## src/rtl/pc_pkg.sv

```systemverilog
// Shared definitions for the instruction-fetch PC controller: FSM encoding,
// default alignment parameters and the target alignment check.
package pc_pkg;

    typedef enum logic [1:0] {
        BOOT   = 2'd0,
        RUN    = 2'd1,
        BUBBLE = 2'd2
    } state_e;

    localparam int unsigned DEFAULT_INC = 4;
    localparam int unsigned ALIGN_BITS  = $clog2(DEFAULT_INC);

    // inc is a power of two, so alignment is a mask test on the low bits.
    function automatic logic is_aligned(input logic [31:0] addr, input int unsigned inc);
        return (addr & (inc - 32'd1)) == 32'd0;
    endfunction

endpackage

```

## src/rtl/pc_adder.sv

```systemverilog
// Ripple-carry incrementer: a full-adder chain adding the constant INC to a.
// Wraps modulo 2^ADDR_W; the final carry is intentionally not formed.
module pc_adder #(
    parameter int          ADDR_W = 8,
    parameter int unsigned INC    = 4
) (
    input  logic [ADDR_W-1:0] a,
    output logic [ADDR_W-1:0] sum
);

    localparam logic [ADDR_W-1:0] B = ADDR_W'(INC);

    logic [ADDR_W-1:0] c;

    assign c[0] = 1'b0;

    for (genvar i = 0; i < ADDR_W; i++) begin : g_fa
        assign sum[i] = a[i] ^ B[i] ^ c[i];
        if (i < ADDR_W - 1) begin : g_carry
            assign c[i+1] = (a[i] & B[i]) | (c[i] & (a[i] ^ B[i]));
        end
    end

endmodule

```

## src/rtl/pc_fetch_ctrl.sv

```systemverilog
// Program counter and fetch control for the IF stage: sequential advance,
// jump/branch redirect with one-cycle bubble, stall hold, misalign reporting.
module pc_fetch_ctrl
    import pc_pkg::*;
#(
    parameter int                ADDR_W   = 8,
    parameter int unsigned       INC      = 4,
    parameter logic [ADDR_W-1:0] RESET_PC = '0
) (
    input  logic              clk,
    input  logic              rst_n,
    input  logic              stall,
    input  logic              branch,
    input  logic              zero_flag,
    input  logic [ADDR_W-1:0] branch_target,
    input  logic              jump,
    input  logic [ADDR_W-1:0] jump_target,
    output logic [ADDR_W-1:0] pc,
    output logic [ADDR_W-1:0] pc_next_seq,
    output logic              pcsrc,
    output logic              if_valid,
    output logic              redirect,
    output logic              misalign_err,
    output logic [1:0]        state_dbg
);

    state_e            state;
    logic              active;
    logic              want_redirect;
    logic              tgt_aligned;
    logic [ADDR_W-1:0] tgt;

    pc_adder #(.ADDR_W(ADDR_W), .INC(INC)) u_adder (
        .a   (pc),
        .sum (pc_next_seq)
    );

    // Qualifiers towards IF/ID: if_valid=1 means pc is a real fetch to latch;
    // redirect=1 means the fetch currently in IF/ID is wrong and must be
    // flushed. There is no back-pressure other than stall.
    assign active        = (state != BOOT);
    assign pcsrc         = active & branch & zero_flag;
    assign want_redirect = active & (jump | pcsrc);
    assign tgt           = jump ? jump_target : branch_target;
    assign tgt_aligned   = is_aligned(32'(tgt), INC);
    assign redirect      = want_redirect & tgt_aligned;
    assign if_valid      = (state == RUN);
    assign state_dbg     = state;

    always_ff @(posedge clk or negedge rst_n) begin
        if (!rst_n) begin
            pc           <= RESET_PC;
            state        <= BOOT;
            misalign_err <= 1'b0;
        end else begin
            if (want_redirect && !tgt_aligned) begin
                misalign_err <= 1'b1;
            end
            // Redirect wins over stall; a rejected target falls through to
            // the ordinary stall/sequential behaviour.
            case (state)
                BOOT: state <= RUN;
                default: begin
                    if (redirect) begin
                        pc    <= tgt;
                        state <= BUBBLE;
                    end else if (!stall) begin
                        pc    <= pc_next_seq;
                        state <= RUN;
                    end
                end
            endcase
        end
    end

endmodule

```

## config.mk

```make
export PLATFORM = sky130hd
export DESIGN_NAME = pc_fetch_ctrl
export DESIGN_NICKNAME = d
export VERILOG_FILES = /design/src/rtl/pc_pkg.sv /design/src/rtl/pc_adder.sv /design/src/rtl/pc_fetch_ctrl.sv
export SDC_FILE = /design/constraint.sdc
export NUM_CORES = 1
export LEC_CHECK = 0
export CORE_MARGIN = 2
export CORE_UTILIZATION = 37
export CTS_CLUSTER_DIAMETER = 80
export DETAILED_ROUTE_END_ITERATION = 10
export GPL_ROUTABILITY_DRIVEN = 0
export PLACE_DENSITY_LB_ADDON = 0.3
export SETUP_SLACK_MARGIN = 0.15
export SKIP_LAST_GASP = 1
export SYNTH_ARGS = -nofsm -noshare
export SYNTH_HDL_FRONTEND = slang
export SYNTH_SLANG_ARGS = --single-unit
```

## constraint.sdc

```tcl
create_clock -name clk -period 2.75 [get_ports clk]
set_input_delay 0.825 -clock clk [delete_from_list [all_inputs] [get_ports clk]]
set_output_delay 0.825 -clock clk [all_outputs]
set_load 0.005 [all_outputs]
```

==> summary.md, run 1 <==
| Metric | Value |
|---|---|
| Initial Utilization | `39.0%` |
| Leak | `0.569 nW` |
| Ranking of synthesized cells by area | `dfrtp_1 (41%), mux2i_1 (24%), ha_1 (7.5%)` |
| H-Tree Depth | `1` |
| List of most frequent post-synthesis cells | `mux2i_1 (16), dfrtp_1 (11), ha_1 (4), nor2_1 (4)` |
| Clock Skew | `0.000895 ns` |
| # fillers | `133` |
| Hold WC Path Type | `reg2reg` |
| Clock Latency Late Sink | `0.27 ns` |
| Critical register-to-register path startpoint | `pc[2]` |
| Unrepaired setup endpoints after global routing | `no` |
| Inserted Clock Buffers | `3` |
| Nets | `132` |
| Min Tclk post-route | `2.56 ns` |
| Hold endpoint | `misalign_err` |
| Slowest-stage cell, CP | `clkdlybuf4s50_1` |
| Req. time, crit path | `1.93 ns` |
| Port Buffers | `43` |
| R2R setup slack | `1.13 ns` |
| Cts hold-fix bufs | `0` |
| Mapped Area | `666 sq um` |
| TritonRoute pass-1 iters | `1` |
| Post-synthesis cell type count | `20` |
| CP max FO | `2` |
| Gr usage total | `17.6%` |
| Synth Net Count | `84` |
| I/O pin count | `44` |
| Power Density | `741 nW/um^2` |
| Root Driver | `clkbuf_4` |
| Placed Instances | `123` |
| Setup crit end kind | `output port` |
| Worst reg2reg path endpoint | `pc[7]` |
| Die height | `46.4 um` |
| Delay of the slowest critical-path stage | `0.41 ns` |
| Via count | `613` |
| P&R area growth vs syn | `73.9%` |
| Site Rows | `15` |
| Full die area | `2150 sq um` |
| #FFs+latches synth | `11` |
| Max-cap violations | `0` |
| Sequential cell area fraction in the yosys report | `41.4%` |
| Critical path's top delay family | `buffers and inverters` |
| Final Hold Slack | `0.468 ns` |
| Post-synth ARST share | `100%` |
| Clock Tree Buf Depth | `2` |
| Mapped Cells | `58` |
| CTS tree | `yes` |
| DRC Markers | `0` |
| DR WL/cell | `12.7 um` |
| Drt initial violations | `0` |
| Fmax | `390 MHz` |
| Actual slew at the worst max-slew pin | `0.508 ns` |
| Slew Limit Headroom | `66.0%` |
| Reg clk slew, reported paths | `0.07 ns` |
| Final std cells w/o fill | `130` |
| Buffers and inverters on the worst path | `2` |
| Max-slew violation count | `0` |
| Hold Vio Cnt, Final | `0` |
| Most frequent cell after synthesis | `mux2i_1` |
| Path type of the worst setup path | `in2out` |
| Status | `finished clean` |
| Hold Path Stages | `1` |
| Period Utilization, post-route | `93.3%` |
| Antenna diode count | `0` |
| Core area | `1710 sq um` |
| Final setup TNS | `0 ns` |
| Yosys warning total | `0` |
| HP Start | `misalign_err` |
| Number of synthesized flops with an enable pin | `0` |
| Reg2reg path depth | `7` |
| Critical path, cell by cell | `clkdlybuf4s50_1 > nor2_2 > a21oi_2 > nor3_2 > buf_2` |
| Via/cell ratio | `4.72` |
| Vias in the first global route | `627` |
| Ys flop type | `dfrtp_1` |
| Pin count of the biggest net entering global routing | `12` |
| Critical Path Start | `jump_target[0]` |
| Post-synth top area share | `41.4%` |
| Initial antenna violation count | `0` |
| Startpoint class of the critical path | `input pin` |
| DRT antenna net count | `0` |
| Final setup violation count | `0` |
| Die width | `46.4 um` |
| Avg Cell Area, Syn | `11.5 sq um` |
| Post-DP HPWL | `1280 um` |
| Synth area leader | `dfrtp_1` |
| Data arrival, critical path | `1.74 ns` |
| Clock Sinks | `11` |
| Total wire length | `1650 um` |
| Layout cells sized above 1 | `18.1%` |
| First-pass GRT wire length | `2640 um` |
| Max VDD drop | `565 uV` |
| Gr ovfl total | `0` |
cell type report:
class | count | area (sq um) | share of cell area, %
Multi-Input combinational cell | 40 | 355 | 30.7
Inverter | 2 | 7.51 | 0.649
Tap cell | 25 | 31.3 | 2.70
Sequential cell | 11 | 275 | 23.8
Clock buffer | 4 | 26.3 | 2.27
Timing Repair Buffer | 48 | 462 | 39.9
registers in the layout, summed over array words and instances, names as in the netlist:
signal and count:
misalign_err 1, pc 8, state_dbg 2
logic make-up after synthesis:
kind of cell    Yosys count  share of synthesized area [%]
mux                      16                           24.1
simple gates             12                           10.9
flops                    11                           41.4
buf+inv                   7                           7.52
compound gates            5                           4.70
fa+ha+maj                 4                           7.52
xor+xnor                  3                           3.95
worst max path at each step:
stage / end / slack [ns] / depth (start not counted)
after CTS: redirect / 0.01 / 5
after detailed placement: redirect / -0.35 / 5
after floorplan: redirect / 0.46 / 5
final: redirect / 0.19 / 5
after global routing: redirect / 0.13 / 5
after global placement: redirect / -0.32 / 5
worst reg2reg max path, cell delays in order (launching register included):
cell and delay, ns:
dfrtp_1 0.40, ha_2 0.19, ha_1 0.17, ha_1 0.18, ha_2 0.19, nor3b_1 0.14
xnor2_1 0.14, mux2i_1 0.08
where the power goes:
group	leakage (nW)	total [mW]	internal, mW	switching [mW]
Combinational	0.424	0.493	0.318	0.175
Clock	0.0150	0.110	0.0561	0.0537
Sequential	0.130	0.255	0.211	0.0435
Total	0.569	0.857	0.585	0.272
routing by layer:
layer  part of all wire (%)  track usage (%)  wire length, um  vias to the layer above
li1                       -                -                -                      291
met1                     42             19.5              687                      295
met2                     50             31.7              830                       27
met3                    8.2             8.24              136                        0
met4                      0             1.71                0                        0
met5                      0                0                0                        -
what timing repair did:
action	in CTS	in global routing
pin swaps	2	4
buffers inserted	2	1
resized for setup	14	10
endpoints found under the setup margin	5	2
per-stage QoR:
stage / total power, mW / instance area (sq um) / setup slack (ns) / util (%)
3_5_place_dp: 0.743 / 1100 / -0.352 / 64.4
5_1_grt: 0.919 / 1160 / 0.134 / 67.8
6_report: 0.857 / 1160 / 0.185 / 67.8
4_1_cts: 0.855 / 1130 / 0.0140 / 66.2
3_3_place_gp: 0.725 / 1100 / -0.317 / 64.4
2_1_floorplan: 0.431 / 666 / 0.463 / -
placed cells by master (no fill, tap or decap), types with 2 or more instances in the layout:
cell and count:
dlygate4sd2_1 3, buf_4 5, buf_2 2, xnor2_1 2, nor2_1 3, dlymetal6s2s_1 5, nor2_2 2, clkdlybuf4s50_1 32
a21oi_2 2, clkbuf_4 3, mux2i_1 16, a21o_1 2, ha_2 2, dfrtp_1 11, nor3_2 2, ha_1 2
inv_1 2
Note: power is estimated with default switching activity, not from simulation.
==> run 2, diff against run 1 <==
--- a/config.mk
+++ b/config.mk
@@ -16,3 +16,4 @@
 export SYNTH_ARGS = -nofsm -noshare
 export SYNTH_HDL_FRONTEND = slang
 export SYNTH_SLANG_ARGS = --single-unit
+export TNS_END_PERCENT = 100
==> results of run 2 <==
Same layout as run 1: the final DEF is identical, and so are final timing and power.
==> run 3, diff against run 2 <==
--- a/config.mk
+++ b/config.mk
@@ -10,6 +10,7 @@
 export CTS_CLUSTER_DIAMETER = 80
 export DETAILED_ROUTE_END_ITERATION = 10
 export GPL_ROUTABILITY_DRIVEN = 0
+export HOLD_SLACK_MARGIN = 0.02
 export PLACE_DENSITY_LB_ADDON = 0.3
 export SETUP_SLACK_MARGIN = 0.15
 export SKIP_LAST_GASP = 1
==> results of run 3 <==
Same layout as run 1: the final DEF is identical, and so are final timing and power.
